===== config.mk =====
export PLATFORM = sky130hd
export DESIGN_NAME = fetch_ctrl
export DESIGN_NICKNAME = d
export VERILOG_FILES = /design/src/rtl/fetch_ctrl.sv
export SDC_FILE = /design/constraint.sdc
export NUM_CORES = 1
export LEC_CHECK = 0
export BUFFER_PORTS_ARGS = -buffer_cell sky130_fd_sc_hd__buf_4
export CAP_MARGIN = 10
export CORE_ASPECT_RATIO = 1.1
export CORE_MARGIN = 1.5
export CORE_UTILIZATION = 58
export CTS_CLUSTER_SIZE = 25
export DETAILED_ROUTE_END_ITERATION = 7
export PLACE_DENSITY = 0.9
export SLEW_MARGIN = 20
export SYNTH_ARGS = -nofsm -noshare
export SYNTH_HDL_FRONTEND = slang
export SYNTH_SLANG_ARGS = --single-unit

===== constraint.sdc =====
create_clock -name clk -period 4 [get_ports clk]
set_input_delay 0.2 -clock clk [delete_from_list [all_inputs] [get_ports clk]]
set_output_delay 0.2 -clock clk [all_outputs]
set_load 0.01 [all_outputs]

===== src/rtl/fetch_ctrl.sv =====
// ---------------------------------------------------------------------------
// fetch_ctrl - instruction-fetch (IF) sequencing controller
//
// Sits between a synchronous instruction ROM with a 1-cycle read latency and
// the IF/ID pipeline register. Its jobs are:
//   * own the fetch PC and drive the ROM address from it
//   * line up the ROM read data with the PC that produced it
//   * hold the IF/ID output steady while decode stalls (skid register)
//   * kill in-flight fetches when the MEM stage redirects the PC
//
// Ports
//   clk               in   1       clock; all state updates on posedge
//   rst               in   1       synchronous active-high reset
//   stall_id_if       in   1       decode cannot accept this cycle
//   branch_mem_if     in   1       redirect request from the MEM stage
//   PC_branch_mem_if  in   32      redirect target (low two bits ignored)
//   rom_addr          out  ADDR_W  ROM byte address (combinational from fetch PC)
//   rom_r_data        in   32      ROM data for the address of the previous cycle
//   instr_if_id       out  32      instruction to IF/ID
//   PC_if_id          out  32      PC of instr_if_id
//   valid_if_id       out  1       instr_if_id/PC_if_id carry a real instruction
//   bubble_cnt        out  32      saturating count of invalid cycles since reset
// ---------------------------------------------------------------------------
module fetch_ctrl #(
    parameter logic [31:0] RESET_PC  = 32'h0000_0000,
    parameter logic [31:0] NOP_INSTR = 32'h0000_0013,
    parameter int          ADDR_W    = 16
) (
    input  logic              clk,
    input  logic              rst,
    input  logic              stall_id_if,
    input  logic              branch_mem_if,
    input  logic [31:0]       PC_branch_mem_if,
    output logic [ADDR_W-1:0] rom_addr,
    input  logic [31:0]       rom_r_data,
    output logic [31:0]       instr_if_id,
    output logic [31:0]       PC_if_id,
    output logic              valid_if_id,
    output logic [31:0]       bubble_cnt
);

    // REFILL: the ROM is being primed after reset or a redirect, output is a
    //         bubble. RUN: streaming one instruction per cycle. HOLD: decode
    //         is stalled and the output comes from the skid register.
    typedef enum logic [1:0] {
        ST_REFILL = 2'd0,
        ST_RUN    = 2'd1,
        ST_HOLD   = 2'd2
    } state_e;

    state_e      state_q,      state_d;
    logic [31:0] fetch_pc_q,   fetch_pc_d;
    logic [31:0] resp_pc_q,    resp_pc_d;
    logic        resp_valid_q, resp_valid_d;
    logic [31:0] skid_instr_q, skid_instr_d;
    logic [31:0] skid_pc_q,    skid_pc_d;
    logic [31:0] bubble_cnt_q, bubble_cnt_d;
    logic [31:0] fetch_pc_inc_s;

    // PC+4 wraps modulo 2^32 by construction of the 32-bit add.
    assign fetch_pc_inc_s = fetch_pc_q + 32'd4;
    assign rom_addr       = fetch_pc_q[ADDR_W-1:0];
    assign bubble_cnt     = bubble_cnt_q;

    // Output mux: skid contents while holding, otherwise the ROM response
    // tagged with the PC it was fetched for. Reset forces a clean bubble even
    // before the first reset edge has been seen.
    always_comb begin
        instr_if_id = NOP_INSTR;
        PC_if_id    = resp_pc_q;
        valid_if_id = 1'b0;
        if (rst) begin
            instr_if_id = NOP_INSTR;
            PC_if_id    = 32'h0000_0000;
            valid_if_id = 1'b0;
        end else if (state_q == ST_HOLD) begin
            instr_if_id = skid_instr_q;
            PC_if_id    = skid_pc_q;
            valid_if_id = 1'b1;
        end else if (resp_valid_q) begin
            instr_if_id = rom_r_data;
            PC_if_id    = resp_pc_q;
            valid_if_id = 1'b1;
        end else begin
            instr_if_id = NOP_INSTR;
            PC_if_id    = resp_pc_q;
            valid_if_id = 1'b0;
        end
    end

    // Next-state logic for the sequencing FSM and its datapath registers.
    always_comb begin
        state_d      = state_q;
        fetch_pc_d   = fetch_pc_q;
        resp_pc_d    = resp_pc_q;
        resp_valid_d = resp_valid_q;
        skid_instr_d = skid_instr_q;
        skid_pc_d    = skid_pc_q;
        if (branch_mem_if) begin
            // Redirect beats stall: whatever is in flight or held is dropped.
            fetch_pc_d   = PC_branch_mem_if & ~32'h0000_0003;
            resp_valid_d = 1'b0;
            skid_instr_d = 32'h0000_0000;
            skid_pc_d    = 32'h0000_0000;
            state_d      = ST_REFILL;
        end else begin
            case (state_q)
                ST_REFILL: begin
                    // Stall is ignored here: the output is a bubble anyway.
                    fetch_pc_d   = fetch_pc_inc_s;
                    resp_pc_d    = fetch_pc_q;
                    resp_valid_d = 1'b1;
                    state_d      = ST_RUN;
                end
                ST_RUN: begin
                    if (stall_id_if) begin
                        // Park the instruction decode refused; the ROM keeps
                        // reading fetch_pc so its data is ready on release.
                        skid_instr_d = rom_r_data;
                        skid_pc_d    = resp_pc_q;
                        resp_pc_d    = fetch_pc_q;
                        state_d      = ST_HOLD;
                    end else begin
                        fetch_pc_d   = fetch_pc_inc_s;
                        resp_pc_d    = fetch_pc_q;
                        resp_valid_d = 1'b1;
                        state_d      = ST_RUN;
                    end
                end
                ST_HOLD: begin
                    if (stall_id_if) begin
                        state_d = ST_HOLD;
                    end else begin
                        // Skid is consumed this cycle; the ROM already holds
                        // data for fetch_pc, so the next cycle has no gap.
                        fetch_pc_d   = fetch_pc_inc_s;
                        resp_pc_d    = fetch_pc_q;
                        resp_valid_d = 1'b1;
                        state_d      = ST_RUN;
                    end
                end
                default: begin
                    resp_valid_d = 1'b0;
                    state_d      = ST_REFILL;
                end
            endcase
        end
    end

    // Bubble counter increments on every invalid cycle and saturates.
    always_comb begin
        bubble_cnt_d = bubble_cnt_q;
        if (!valid_if_id && (bubble_cnt_q != 32'hFFFF_FFFF)) begin
            bubble_cnt_d = bubble_cnt_q + 32'd1;
        end else begin
            bubble_cnt_d = bubble_cnt_q;
        end
    end

    // State registers with synchronous reset overriding every other input.
    always_ff @(posedge clk) begin
        if (rst) begin
            state_q      <= ST_REFILL;
            fetch_pc_q   <= RESET_PC;
            resp_pc_q    <= 32'h0000_0000;
            resp_valid_q <= 1'b0;
            skid_instr_q <= 32'h0000_0000;
            skid_pc_q    <= 32'h0000_0000;
            bubble_cnt_q <= 32'h0000_0000;
        end else begin
            state_q      <= state_d;
            fetch_pc_q   <= fetch_pc_d;
            resp_pc_q    <= resp_pc_d;
            resp_valid_q <= resp_valid_d;
            skid_instr_q <= skid_instr_d;
            skid_pc_q    <= skid_pc_d;
            bubble_cnt_q <= bubble_cnt_d;
        end
    end

endmodule


==> impl_metrics.xml <==
<?xml version="1.0" encoding="UTF-8"?>
<metrics>
  <group name="timing">
    <metric name="finalCriticalPeriod" unit="ns">2.79</metric>
    <metric name="finalMaxSlewViolations" unit="">0</metric>
    <metric name="max_freq" unit="MHz">359</metric>
    <metric name="relative_max_transition_margin" unit="%">34.1</metric>
    <metric name="setup_viol" unit="">0</metric>
    <metric name="worst_pin_slew" unit="ns">0.988</metric>
    <metric name="hold_violations" unit="">0</metric>
    <metric name="fin_tns_setup" unit="ns">0</metric>
    <metric name="timing.hold.ws" unit="ns">0.0265</metric>
    <metric name="unrepaired_setup_endpoints_after_global_routing" unit="">false</metric>
    <metric name="clock-skew-final" unit="ns">0.00894</metric>
    <metric name="fin_crit_sh" unit="%">69.7</metric>
    <metric name="setup_ws" unit="ns">1.21</metric>
  </group>
  <group name="yosys">
    <metric name="number_of_warnings_printed_during_yosys_synthesis" unit="">0</metric>
    <metric name="muxShareOfSynthArea" unit="%">8.77</metric>
    <metric name="synth-simple-area-share" unit="%">26.1</metric>
    <metric name="most_frequent_cells_after_synthesis" unit="">213 x sky130_fd_sc_hd__nand2_1, 157 x sky130_fd_sc_hd__dfxtp_1, 117 x sky130_fd_sc_hd__a21oi_1</metric>
    <metric name="synth_xor_area_share" unit="%">2.95</metric>
    <metric name="ys_ff_latch" unit="">157</metric>
    <metric name="synthAdderAreaFrac" unit="%">1.14</metric>
    <metric name="synthFlopType" unit="">sky130_fd_sc_hd__dfxtp_1</metric>
    <metric name="mappedNetlistArea" unit="µm²">7710</metric>
    <metric name="synth_largest_type_area_fraction" unit="%">40.8</metric>
    <metric name="netlist_instances" unit="">979</metric>
    <metric name="seq_area_frac_synth" unit="%">40.8</metric>
    <metric name="synth-edff-count" unit="">0</metric>
    <metric name="synth.most_common_cell" unit="">sky130_fd_sc_hd__nand2_1</metric>
    <metric name="top_cells_by_area_synth" unit="">sky130_fd_sc_hd__dfxtp_1 41%, sky130_fd_sc_hd__nand2_1 10%, sky130_fd_sc_hd__mux2i_1 8.2%</metric>
    <metric name="async_reset_ff_share" unit="%">0</metric>
    <metric name="combinational_family_with_the_most_area_after_synthesis" unit="">simple AND/OR/NAND/NOR gates</metric>
    <metric name="syn_area_per_cell" unit="µm²">7.87</metric>
    <metric name="ys_types" unit="">55</metric>
    <metric name="synth_compound_gate_area_share" unit="%">14.5</metric>
    <metric name="synth_top_cell_by_area" unit="">sky130_fd_sc_hd__dfxtp_1</metric>
  </group>
  <group name="detailed_routing">
    <metric name="ant_nets" unit="">0</metric>
    <metric name="route.vias.total" unit="">7463</metric>
    <metric name="drc_errors" unit="">0</metric>
    <metric name="viasPerCell" unit="">5.85</metric>
    <metric name="detail_route.iter0.violations" unit="">574</metric>
    <metric name="finalWirelength" unit="mm">20.1</metric>
    <metric name="drt_pre_antenna_iters" unit="">5</metric>
    <metric name="wire_per_inst" unit="µm">15.8</metric>
  </group>
  <group name="worst_hold_path">
    <metric name="worstHoldPathType" unit="">input port to flop</metric>
  </group>
  <group name="worst_setup_path">
    <metric name="ff2ff_setup_slack" unit="ns">1.30</metric>
    <metric name="cp_slowest_stage_delay" unit="ns">0.61</metric>
    <metric name="critPathMostFrequentCell" unit="">sky130_fd_sc_hd__buf_4</metric>
    <metric name="startpoint_type" unit="">flop</metric>
    <metric name="timing.critical_path.fanout_max" unit="">36</metric>
    <metric name="cp_data_arrival_time" unit="ns">2.59</metric>
    <metric name="critical_path_required" unit="ns">3.80</metric>
    <metric name="critPathCaptureType" unit="">output pin</metric>
    <metric name="critical_path.cell_chain" unit="">inv_1 &gt; ha_4 &gt; buf_4 &gt; mux2i_1 &gt; nor2_1 &gt; buf_4</metric>
    <metric name="worstSetupPathType" unit="">flop to output pin</metric>
    <metric name="critPathSlowestCell" unit="">sky130_fd_sc_hd__buf_4</metric>
  </group>
  <group name="power_and_ir_drop">
    <metric name="switch_pwr" unit="µW">895</metric>
    <metric name="p_leak" unit="µW">0.00350</metric>
    <metric name="sequentialPowerShare" unit="%">45.5</metric>
    <metric name="power.density_cell_area" unit="nW/µm²">382</metric>
    <metric name="design_power_total" unit="µW">3650</metric>
    <metric name="internal_power" unit="µW">2760</metric>
    <metric name="p_clk_share" unit="%">45.3</metric>
    <metric name="p_sw_share" unit="%">24.5</metric>
    <metric name="ir_drop" unit="µV">345</metric>
    <metric name="power.combinational.fraction" unit="%">9.3</metric>
  </group>
  <group name="clocking">
    <metric name="tritoncts" unit="">built</metric>
    <metric name="clock_tree.root_cell" unit="">sky130_fd_sc_hd__clkbuf_16</metric>
    <metric name="post_cts_hold_buffer_count" unit="">0</metric>
    <metric name="htree_num_levels" unit="">4</metric>
    <metric name="clock_path_buffers" unit="">2</metric>
    <metric name="cts.repair.resized" unit="">0</metric>
    <metric name="cts_inserted_buffers" unit="">17</metric>
    <metric name="number_of_sinks_on_the_clock_net" unit="">157</metric>
    <metric name="cts_setup_buffers" unit="">0</metric>
    <metric name="worstSkewPairLatency" unit="ns">0.42</metric>
    <metric name="path_clk_slew" unit="ns">0.07</metric>
  </group>
  <group name="flow_run">
    <metric name="max_cap_viol_count" unit="">0</metric>
  </group>
  <group name="global_route">
    <metric name="grt_max_degree" unit="">82</metric>
    <metric name="global_route_usage_sum" unit="%">28.4</metric>
    <metric name="grt.overflow.total" unit="">0</metric>
    <metric name="via_count_of_the_first_global_routing_pass" unit="">6861</metric>
    <metric name="antenna_found_initial" unit="">0</metric>
    <metric name="grt_pass1_wl" unit="mm">32.4</metric>
  </group>
  <group name="finish">
    <metric name="seq_area" unit="µm²">3140</metric>
    <metric name="diodes" unit="">0</metric>
    <metric name="nets" unit="">1177</metric>
    <metric name="final_layout_size_suffix_gt1_share" unit="%">21.0</metric>
    <metric name="fillCellCount" unit="">1013</metric>
    <metric name="multiInputGateArea" unit="µm²">4170</metric>
    <metric name="finish.utilization" unit="%">72.9</metric>
    <metric name="syn_to_final_growth" unit="%">23.9</metric>
  </group>
  <group name="floorplan">
    <metric name="fp.dieH" unit="µm">124</metric>
    <metric name="initial_core_util" unit="%">58.8</metric>
    <metric name="die-area" unit="µm²">14000</metric>
    <metric name="rows" unit="">44</metric>
    <metric name="core-area" unit="µm²">13100</metric>
    <metric name="top_level_ports" unit="">181</metric>
    <metric name="floorplan.die.width" unit="µm">113</metric>
  </group>
  <group name="placement">
    <metric name="dpl.hpwl" unit="mm">13.2</metric>
    <metric name="placement.io_buffers" unit="">174</metric>
    <metric name="place_worst_setup_slack" unit="ns">1.36</metric>
    <metric name="gpl.final_weighted_congestion" unit="">0.832</metric>
  </group>
  <group name="run_status">
    <metric name="outcome" unit="">complete, no violations</metric>
  </group>
</metrics>
## power by group through the flow
stage | clock [µW] | sequential, µW | combinational, µW
6_report | 1650 | 1660 | 339
5_1_grt | 1740 | 1670 | 372
2_1_floorplan | 0 | 1680 | 206
3_3_place_gp | 0 | 1690 | 327
3_5_place_dp | 0 | 1690 | 333
4_1_cts | 1660 | 1660 | 336
## per-stage QoR
step | instances | cell area, µm²
finish | 1276 | 9550
global placement | 1244 | 8940
detailed placement | 1244 | 8940
global route | 1276 | 9550
CTS | 1276 | 9550
floorplan | 982 | 7720
## state kept, by name, indices dropped and copies added (netlist names)
signal        flops
state_q           2
fetch_pc_q       30
resp_valid_q      1
resp_pc_q        30
skid_pc_q        30
skid_instr_q     32
bubble_cnt       32
## routing by layer
metal  vias up  routed length, µm  global-route usage [%]
met5         -                  0                       0
met4         0                571                    13.0
met3        57               1240                    6.42
met2       258               9990                    48.9
met1      3524               8330                    34.3
li1       3624                  -                       -
## worst paths after layout
| kind | start | endpoint | cells past startpoint |
|---|---|---|---|
| setup / recovery | state_q[0]$_SDFF_PP0_ | PC_if_id[13] | 6 |
| hold reg to reg | skid_instr_q[5]$_SDFFE_PP0P_ | skid_instr_q[5]$_SDFFE_PP0P_ | 2 |
| hold / removal | PC_branch_mem_if[2] | fetch_pc_q[2]$_SDFFE_PP0P_ | 3 |
| setup reg to reg | bubble_cnt[24]$_SDFFE_PP0P_ | bubble_cnt[15]$_SDFFE_PP0P_ | 6 |
## kinds of logic after synthesis
family                     after synthesis
DFF                                    157
buffers and inverters                   93
and+or+nand+nor                        439
muxes                                   66
AOI/OAI and AO/OA                      190
other                                    1
adders and majority gates                7
xor gates and xnor gates                26
## cell type report
type / count / area share [%]
multi-input combinational: 732 / 43.6
sequential: 157 / 32.9
timing repair buffer: 186 / 14.6
clock buffer: 19 / 4.64
tap: 161 / 2.11
clock inverter: 13 / 1.76
inverter: 8 / 0.314
## layout by cell type, fill, tap and decap left out, types with 9 or more instances in the layout
cell type and n:
sky130_fd_sc_hd__a211oi_1 25, sky130_fd_sc_hd__a21oi_1 117, sky130_fd_sc_hd__and4_1 12, sky130_fd_sc_hd__buf_4 186, sky130_fd_sc_hd__clkbuf_16 17, sky130_fd_sc_hd__dfxtp_1 157
sky130_fd_sc_hd__mux2i_1 63, sky130_fd_sc_hd__nand2_1 211, sky130_fd_sc_hd__nand3_1 15, sky130_fd_sc_hd__nand4_1 28, sky130_fd_sc_hd__nor2_1 104, sky130_fd_sc_hd__o21ai_0 9
sky130_fd_sc_hd__o31ai_1 12, sky130_fd_sc_hd__or3_1 12, sky130_fd_sc_hd__or4_1 13, sky130_fd_sc_hd__xor2_1 22
## critical path, delay by kind of cell, from the launching register on
kind / cells / cell delay (ns)
buf+inv: 3 / 0.92
fa+ha+maj: 1 / 0.52
flops: 1 / 0.34
mux: 1 / 0.27
simple gates: 1 / 0.08
Note: power is estimated with default switching activity, not from simulation.
